--- src/rtl/booth_mul_pkg.sv ---
// Shared types and helpers for the radix-4 Booth sequential multiplier.
package booth_mul_pkg;

  localparam int unsigned BOOTH_WIDTH_MIN = 8;
  localparam int unsigned BOOTH_WIDTH_MAX = 64;

  typedef enum logic [1:0] {
    ST_IDLE = 2'd0,
    ST_CALC = 2'd1,
    ST_DONE = 2'd2
  } booth_state_e;

  typedef enum logic [2:0] {
    DIG_ZERO = 3'd0,
    DIG_P1   = 3'd1,
    DIG_P2   = 3'd2,
    DIG_M1   = 3'd3,
    DIG_M2   = 3'd4
  } booth_digit_e;

  function automatic bit booth_width_legal(input int unsigned w);
    return (w >= BOOTH_WIDTH_MIN) && (w <= BOOTH_WIDTH_MAX) && ((w % 2) == 0);
  endfunction

  // Window is {b(2i+1), b(2i), b(2i-1)}.
  function automatic booth_digit_e booth_decode(input logic [2:0] win);
    booth_digit_e d;
    case (win)
      3'b001, 3'b010: d = DIG_P1;
      3'b011:         d = DIG_P2;
      3'b100:         d = DIG_M2;
      3'b101, 3'b110: d = DIG_M1;
      default:        d = DIG_ZERO;
    endcase
    return d;
  endfunction

endpackage

--- src/rtl/booth_r4_enc.sv ---
// Radix-4 Booth partial-product generator: window + multiplicand -> digit*multiplicand.
module booth_r4_enc
  import booth_mul_pkg::*;
#(
  parameter int unsigned PW = 64
) (
  input  logic [2:0]    i_window,
  input  logic [PW-1:0] i_mcand,
  output logic [PW-1:0] o_pp
);

  booth_digit_e  w_digit;
  logic [PW-1:0] w_mag;

  always_comb begin
    w_digit = booth_decode(i_window);
    w_mag   = '0;
    case (w_digit)
      DIG_P1, DIG_M1: w_mag = i_mcand;
      DIG_P2, DIG_M2: w_mag = {i_mcand[PW-2:0], 1'b0};
      default:        w_mag = '0;
    endcase
    if ((w_digit == DIG_M1) || (w_digit == DIG_M2)) begin
      o_pp = (~w_mag) + PW'(1);
    end else begin
      o_pp = w_mag;
    end
  end

endmodule

--- src/rtl/booth_mul_seq.sv ---
// Iterative radix-4 Booth multiplier, one digit per cycle, valid/ready on both sides.
// Optional BOOTH_MUL_EARLY_TERM_EN: stop as soon as the remaining multiplier digits are all zero.
module booth_mul_seq
  import booth_mul_pkg::*;
#(
  parameter int unsigned WIDTH = 32
) (
  input  logic                 clk,
  input  logic                 reset,
  input  logic [WIDTH-1:0]     src1,
  input  logic [WIDTH-1:0]     src2,
  input  logic                 mul_signed,
  input  logic                 in_valid,
  output logic                 in_ready,
  output logic                 out_valid,
  input  logic                 out_ready,
  output logic [2*WIDTH-1:0]   result
);

  localparam int unsigned PW    = 2 * WIDTH;
  localparam int unsigned EW    = WIDTH + 2;
  localparam int unsigned STEPS = WIDTH / 2 + 1;
  localparam int unsigned CNT_W = $clog2(STEPS + 1);
  localparam bit          WIDTH_OK = booth_width_legal(WIDTH);

  generate
    if (!WIDTH_OK) begin : g_width_check
      $error("booth_mul_seq: WIDTH must be even and within 8..64");
    end
  endgenerate

  booth_state_e     r_state;
  logic [EW:0]      r_mplier;
  logic [PW-1:0]    r_mcand;
  logic [PW-1:0]    r_acc;
  logic [PW-1:0]    r_result;
  logic [CNT_W-1:0] r_step;

  logic             w_accept;
  logic             w_last;
  logic             w_early;
  logic [EW:0]      w_s1_ext;
  logic [PW-1:0]    w_s2_ext;
  logic [PW-1:0]    w_pp;
  logic [PW-1:0]    w_sum;

  assign in_ready  = (r_state == ST_IDLE) || ((r_state == ST_DONE) && out_ready);
  assign out_valid = (r_state == ST_DONE);
  assign result    = r_result;
  assign w_accept  = in_valid && in_ready;

  // Multiplier carries the b(-1) overlap bit at position 0.
  assign w_s1_ext = {{2{mul_signed & src1[WIDTH-1]}}, src1, 1'b0};
  assign w_s2_ext = {{WIDTH{mul_signed & src2[WIDTH-1]}}, src2};

  assign w_last = (r_step == CNT_W'(STEPS - 1));
  assign w_sum  = r_acc + w_pp;

`ifdef BOOTH_MUL_EARLY_TERM_EN
  // Shifts replicate the top bit, so a uniform register means every remaining digit is zero.
  assign w_early = (r_mplier == '0) || (r_mplier == '1);
`else
  assign w_early = 1'b0;
`endif

  booth_r4_enc #(
    .PW(PW)
  ) u_enc (
    .i_window(r_mplier[2:0]),
    .i_mcand (r_mcand),
    .o_pp    (w_pp)
  );

  always_ff @(posedge clk or posedge reset) begin
    if (reset) begin
      r_state  <= ST_IDLE;
      r_mplier <= '0;
      r_mcand  <= '0;
      r_acc    <= '0;
      r_result <= '0;
      r_step   <= '0;
    end else if (w_accept) begin
      r_state  <= ST_CALC;
      r_mplier <= w_s1_ext;
      r_mcand  <= w_s2_ext;
      r_acc    <= '0;
      r_step   <= '0;
    end else begin
      case (r_state)
        ST_CALC: begin
          if (w_early) begin
            r_result <= r_acc;
            r_state  <= ST_DONE;
          end else begin
            r_acc    <= w_sum;
            r_mplier <= {{2{r_mplier[EW]}}, r_mplier[EW:2]};
            r_mcand  <= {r_mcand[PW-3:0], 2'b00};
            r_step   <= r_step + CNT_W'(1);
            if (w_last) begin
              r_result <= w_sum;
              r_state  <= ST_DONE;
            end
          end
        end
        ST_DONE: begin
          if (out_ready) begin
            r_state <= ST_IDLE;
          end
        end
        default: begin
          r_state <= ST_IDLE;
        end
      endcase
    end
  end

endmodule
--- config.mk ---
export PLATFORM = sky130hd
export DESIGN_NAME = booth_mul_seq
export DESIGN_NICKNAME = d
export VERILOG_FILES = /design/src/rtl/booth_mul_pkg.sv /design/src/rtl/booth_r4_enc.sv /design/src/rtl/booth_mul_seq.sv
export SDC_FILE = /design/constraint.sdc
export NUM_CORES = 1
export LEC_CHECK = 0
export CAP_MARGIN = 20
export CELL_PAD_IN_SITES_DETAIL_PLACEMENT = 0
export CELL_PAD_IN_SITES_GLOBAL_PLACEMENT = 2
export CORE_UTILIZATION = 35
export CTS_CLUSTER_DIAMETER = 200
export DETAILED_ROUTE_END_ITERATION = 6
export GPL_ROUTABILITY_DRIVEN = 0
export MAX_ROUTING_LAYER = met4
export PLACE_DENSITY_LB_ADDON = 0.1
export SLEW_MARGIN = 20
export SYNTH_ARGS = -nofsm -noshare
export SYNTH_HDL_FRONTEND = slang
export SYNTH_HIERARCHICAL = 1
export SYNTH_SLANG_ARGS = --single-unit
--- constraint.sdc ---
create_clock -name clk -period 10.3 [get_ports clk]
set_input_delay 1.545 -clock clk [delete_from_list [all_inputs] [get_ports clk]]
set_output_delay 1.545 -clock clk [all_outputs]
set_load 0.03 [all_outputs]
Yosys cells after proc, flatten, opt, wreduce, memory -nomap -nowiden
Cells that the tools add are included.
{"block": "totals", "in_bits": 69, "out_inout_bits": 66, "register_bits": 234, "wordCells": 56}
{"block": "op_classes", "eq_ne": 15, "bitwise": 4, "n_addsub": 3, "muxes": 15, "n_reduce_logical": 12}
{"op": "$mux 64", "count": 5}
{"op": "$pmux 64 s2", "count": 1}
{"op": "$add 64x1->64 const B", "count": 1}
{"op": "$add 64x64->64", "count": 1}
{"op": "$not 64->64", "count": 1}
{"op": "$mux 35", "count": 1}
{"op": "$mux 34", "count": 1}
{"op": "$eq 3x2->1 const B", "count": 4}
{"op": "$eq 3x3->1 const B", "count": 4}
{"op": "$pmux 3 s4", "count": 1}
{"op": "$mux 5", "count": 2}
{"op": "$reduce_or 2->1", "count": 4}
{"op": "$eq 3x1->1 const B", "count": 2}
{"op": "$mux 2", "count": 3}
{"op": "$add 5x1->5 const B", "count": 1}
{"op": "$eq 5x5->1 const B", "count": 1}
{"op": "$pmux 2 s2", "count": 1}
{"op": "$ne 3x1->1 const B", "count": 1}
{"op": "$ne 3x3->1 const B", "count": 1}
{"op": "$reduce_and 3->1", "count": 1}
{"op": "$and 1x1->1", "count": 2}
{"op": "$eq 2x1->1 const B", "count": 1}
{"op": "$eq 2x2->1 const B", "count": 1}
{"op": "$logic_and 1x1->1", "count": 2}
{"op": "5 further kinds", "count": 6}

Logic depth before layout (Yosys ltp)
{"block": "depth", "word_depth": 12, "depth_mapped": 31, "ltp_nobuf": 22}

Modules after synthesis
Netlist, hierarchy kept.
{"module": "booth_mul_seq", "area_per_inst_um2": 12709.7, "n_inst": 1, "seq_area_each_um2": 5855.6, "cells_per_inst": 1400}
{"module": "booth_r4_enc", "area_per_inst_um2": 4874.7, "n_inst": 1, "seq_area_each_um2": 0.0, "cells_per_inst": 789}

Worst setup path after synthesis
OpenSTA, ideal clock, no wires.
{"block": "synth_path", "path_type": "register to register", "startpoint": "reg r_mplier[1]", "endpoint": "reg r_acc[49]", "path_slack_ns": 4.228, "stages_incl_launch_ff": 31, "n_path_buf": 8, "arrival_ns": 5.950, "t_required_ns": 10.178, "cell_sequence": "dfrtp_1 buf_6 buf_8 buf_8 buf_8 buf_6 or3b_2 clkbuf_1 o21ai_2 clkbuf_1 buf_1 a22oi_1 ha_1 o21ai_1 nand4bb_1 or2_2 nor2_1 xnor2_1 a32oi_1 o21ai_0 ha_1 and3_1 and4_1 and2_1 o2111a_1 o311ai_2 a31oi_1 o21a_1 o211a_1 or3_1 a32o_1"}
{"block": "synth_between", "elab_chain_cells": 12, "elab_cells_between_ends": 23, "cone_classes": "add/sub (2); eq/ne (10); mux (5); bitwise (1); reduce/logical (5)"}
{"item": "start, declared", "line_no": "booth_mul_seq.sv:33", "rtl": "logic [EW:0] r_mplier;"}
{"item": "start signal, assigned", "line_no": "booth_mul_seq.sv:84", "rtl": "r_mplier <= w_s1_ext;"}
{"item": "start signal, assigned", "line_no": "booth_mul_seq.sv:96", "rtl": "r_mplier <= {{2{r_mplier[EW]}}, r_mplier[EW:2]};"}
{"item": "$eq 3x3->1 (tied with other cells)", "line_no": "booth_mul_pkg.sv:28", "rtl": "case (win)"}
{"item": "$reduce_or 2->1", "line_no": "booth_mul_pkg.sv:28"}
{"item": "$pmux 3 s4 (*)", "line_no": "booth_mul_pkg.sv:28"}
{"item": "$eq 3x2->1 (tied with other cells)", "line_no": "booth_r4_enc.sv:18", "rtl": "case (w_digit)"}
{"item": "$reduce_or 2->1", "line_no": "booth_r4_enc.sv:18"}
{"item": "$pmux 64 s2", "line_no": "booth_r4_enc.sv:18"}
{"item": "$not 64->64", "line_no": "booth_r4_enc.sv:24", "rtl": "o_pp = (~w_mag) + PW'(1);"}
{"item": "$add 64x1->64", "line_no": "booth_r4_enc.sv:24"}
{"item": "$mux 64 (*)", "line_no": "booth_r4_enc.sv:23", "rtl": "if ((w_digit == DIG_M1) || (w_digit == DIG_M2)) begin"}
{"item": "net w_pp[16]", "line_no": "booth_mul_seq.sv:44", "rtl": "logic [PW-1:0] w_pp;"}
{"item": "$add 64x64->64 (*)", "line_no": "booth_mul_seq.sv:57", "rtl": "assign w_sum = r_acc + w_pp;"}
{"item": "$mux 64 (*)", "line_no": "booth_mul_seq.sv:89", "rtl": "case (r_state)"}
{"item": "$mux 64 (*)", "line_no": "booth_mul_seq.sv:82", "rtl": "end else if (w_accept) begin"}
{"item": "end signal, assigned", "line_no": "booth_mul_seq.sv:95", "rtl": "r_acc <= w_sum;"}
{"item": "end, declared", "line_no": "booth_mul_seq.sv:35", "rtl": "logic [PW-1:0] r_acc;"}
The timed path passes the listed nets; every way through them passes the cells marked *. The select of a mux whose other input is x is not followed.
A chain may end at the register's enable or synchronous reset.

Worst setup path after layout
{"block": "layout_path", "startpoint": "reg r_mplier[0]", "endpoint": "reg r_result[60], in the netlist result[60]"}
{"block": "layout_between", "elab_chain_cells": 10, "elab_cells_between_ends": 21, "cone_classes": "add/sub (2); eq/ne (10); mux (3); bitwise (1); reduce/logical (5)"}
{"item": "$eq 3x3->1 (tied with other cells)", "line_no": "booth_mul_pkg.sv:28"}
{"item": "$reduce_or 2->1", "line_no": "booth_mul_pkg.sv:28"}
{"item": "$pmux 3 s4 (*)", "line_no": "booth_mul_pkg.sv:28"}
{"item": "$eq 3x2->1 (tied with other cells)", "line_no": "booth_r4_enc.sv:18"}
{"item": "$reduce_or 2->1", "line_no": "booth_r4_enc.sv:18"}
{"item": "$pmux 64 s2", "line_no": "booth_r4_enc.sv:18"}
{"item": "$not 64->64", "line_no": "booth_r4_enc.sv:24"}
{"item": "$add 64x1->64", "line_no": "booth_r4_enc.sv:24"}
{"item": "$mux 64 (*)", "line_no": "booth_r4_enc.sv:23"}
{"item": "net w_pp[40]", "line_no": "booth_mul_seq.sv:44"}
{"item": "$add 64x64->64 (*)", "line_no": "booth_mul_seq.sv:57"}
{"item": "end signal, assigned", "line_no": "booth_mul_seq.sv:92", "rtl": "r_result <= r_acc;"}
{"item": "end signal, assigned", "line_no": "booth_mul_seq.sv:100", "rtl": "r_result <= w_sum;"}
{"item": "end, declared", "line_no": "booth_mul_seq.sv:36", "rtl": "logic [PW-1:0] r_result;"}
The timed path passes the listed nets; every way through them passes the cells marked *.

==> impl_metrics.tcl <==
set metrics [dict create \
    outcome "completed" \
    drive_above_1_share_pct 7.47 \
    synth.yosys.seq_area_share_pct 33.3 \
    cts_made_buffers 28 \
    multi_input_area_um2 10900 \
    die-area_um2 51100 \
    grt_pass1_vias 15600 \
    min_period_ps 6860 \
    cp_max_fo 35 \
    firstDrtPassIters 5 \
    synth_top_area_share_pct 33.3 \
    max_cap_violations 0 \
    whs_ps 468 \
    worst_ep_required_time_ps 10720 \
    ys_warn_count 6 \
    synthArstFlopShare_pct 100 \
    synth_top_cell_by_area "dfrtp_1" \
    place_hpwl_mm 41.8 \
    vias 16400 \
    cts_tree "built" \
    slew_violations 0 \
    timing.final.crit_share_pct 66.6 \
    fillers 5091 \
    grt_usage_pct 23.6 \
    wire_per_inst_um 20.1 \
    nNetsFinal 2351 \
    synth_edf_count 0 \
    antenna_found_initial 0 \
    synth.most_common_cell "nand2_1" \
    synth_cells 2189 \
    hold_depth 2 \
    post_cts_resized 0 \
    rsz0062_at_grt "false" \
    route.detailed.drc 0 \
    critical-path-slowest-cell "dfrtp_2" \
    final_antenna_net_count 0 \
    coreArea_um2 49300 \
    wl_mm 58.4 \
    antenna_cells 0 \
    grt_remaining_overflow 0 \
    ys_ff_latch 234 \
    crit_arrival_ps 7280 \
    cts_sinks 234 \
    avgViaCountPerCell 5.66 \
    max_stage_delay_ps 750 \
    mappedNetlistArea_um2 17600 \
    ctsHoldBuffers 0 \
    cts_buffer_depth 3 \
    crit_path_end_kind "flip-flop" \
    cts_root_buffer "clkbuf_16" \
    row_count 81 \
    chipHeight_um 226 \
    synth_ff_type "dfrtp_1" \
    synth_common_cells "nand2_1 (391), dfrtp_1 (234), a21oi_1 (184), o21ai_0 (160), nor2_1 (141)" \
    critPathLaunchType "flip-flop" \
    reg2reg_depth 23 \
    final-hold-violation-count 0 \
    final-setup-viol-count 0 \
    hold_path.class "flip-flop to flip-flop" \
    synth_nets 2325 \
    regArea_um2 5860 \
    io_pins 135 \
    die_x_um 226 \
    clk_latency_ps 580 \
    setup_tns_ps 0 \
    max_slew_margin_pct 41.9 \
    post_cts_buffers 0 \
    clk_pin_slew_ps 60 \
    synthToLayoutAreaGrowth_pct 15.4 \
    crit_type "flip-flop to flip-flop" \
    cts_htree_levels 1 \
    max_clock_freq_ghz 0.146 \
    initial_core_util_pct 35.7 \
    drt_iter0_drc 1261 \
    numPortBuffers 134 \
    worst_pin_slew_ps 872 \
    netlist-cell-type-count 96 \
    synth_area_leaders "dfrtp_1 (33%), nand2_1 (8.3%), a21oi_1 (5.2%), ha_1 (4.7%), o21ai_0 (4.6%)" \
    grt_max_degree 101 \
    avgSynthCellArea_um2 8.03 \
    fin_skew_ps 20.8 \
    crit_path_cell_trace "or3b_2 > o21ai_2 > buf_4 > a22oi_1 > ha_1 > o21ai_1 > nand4bb_1 > nor4_4 > nand3_2 > a2111oi_0 > nor2_1 > xor2_1 > ha_1 > nand2_1 > o21ai_0 > a311oi_1 > nand3_1 > a21oi_1 > o21ai_1 > a211o_1 > o31ai_2 > mux2i_1 > o21ai_0" \
    grt_pass1_wl_mm 92.0 \
]
[critical path, delay by kind of cell, from the launching register on]
family | cells | cell delay, ps
compound gates | 11 | 2560
simple gates | 7 | 1960
flops | 1 | 750
fa+ha+maj | 2 | 610
xor+xnor | 1 | 280
buf+inv | 1 | 260
mux | 1 | 250
[final timing paths]
path	start	end	slack [ps]
setup / recovery	r_mplier[0]	result[60]	3440
hold / removal	result[36]	result[36]	470
setup reg to reg	r_mplier[0]	result[60]	3440
min in group asynchronous	reset	r_mcand[8]	1510
hold reg to reg	result[36]	result[36]	470
max in group asynchronous	reset	result[18]	7350
[cell families (layout without fill, tap and decap cells)]
| logic type | Yosys count | after routing | share of synthesized area [%] |
|---|---|---|---|
| simple gates | 771 | 771 | 20.0 |
| flops | 234 | 234 | 33.3 |
| mux | 22 | 22 | 1.38 |
| buf+inv | 209 | 256 | 5.08 |
| xor+xnor | 141 | 141 | 7.10 |
| compound gates | 744 | 744 | 28.2 |
| fa+ha+maj | 68 | 68 | 4.87 |
[cell type report]
type | instances | area share, %
multi-input combinational | 1746 | 53.7
clock buffer | 36 | 3.85
timing repair buffer | 163 | 7.68
tap | 664 | 4.09
inverter | 42 | 0.814
clock inverter | 15 | 0.974
sequential | 234 | 28.9
[per-layer routing]
layer	GRT usage (%)	share of wire, %	up-vias	wire length, um
met1	35.6	52	7938	30100
met4	5.71	2.1	0	1210
met3	2.52	5.2	69	3020
met2	33.2	41	451	24100
li1	-	-	7955	-
met5	-	0	-	0
[layout by cell type, fill, tap and decap left out, types with 58 or more instances in the layout]
| master | instances |
|---|---|
| a21oi_1 | 183 |
| a22oi_1 | 79 |
| clkdlybuf4s50_1 | 134 |
| dfrtp_1 | 231 |
| ha_1 | 66 |
| nand2_1 | 388 |
| nand3_1 | 58 |
| nor2_1 | 140 |
| o21ai_0 | 160 |
| xnor2_1 | 74 |
| xor2_1 | 65 |
[sequential cells by signal, indices dropped and copies added, names as in the netlist]
| register | cells |
|---|---|
| r_step | 5 |
| r_acc | 64 |
| r_state | 2 |
| result | 64 |
| r_mcand | 64 |
| r_mplier | 35 |
[through the flow]
step / cells / worst slack [ps] / util (%) / instance area (um2)
floorplan: 2189 / 2340 / - / 17600
global placement: 2849 / 3600 / 39.2 / 19300
detailed placement: 2849 / 3500 / 39.2 / 19300
CTS: 2900 / 3470 / 41.2 / 20300
global route: 2900 / 2870 / 41.2 / 20300
finish: 2900 / 3440 / 41.2 / 20300
Power is not shown: default switching activity piles up to over one toggle a cycle in this logic, so the estimate is an artifact.
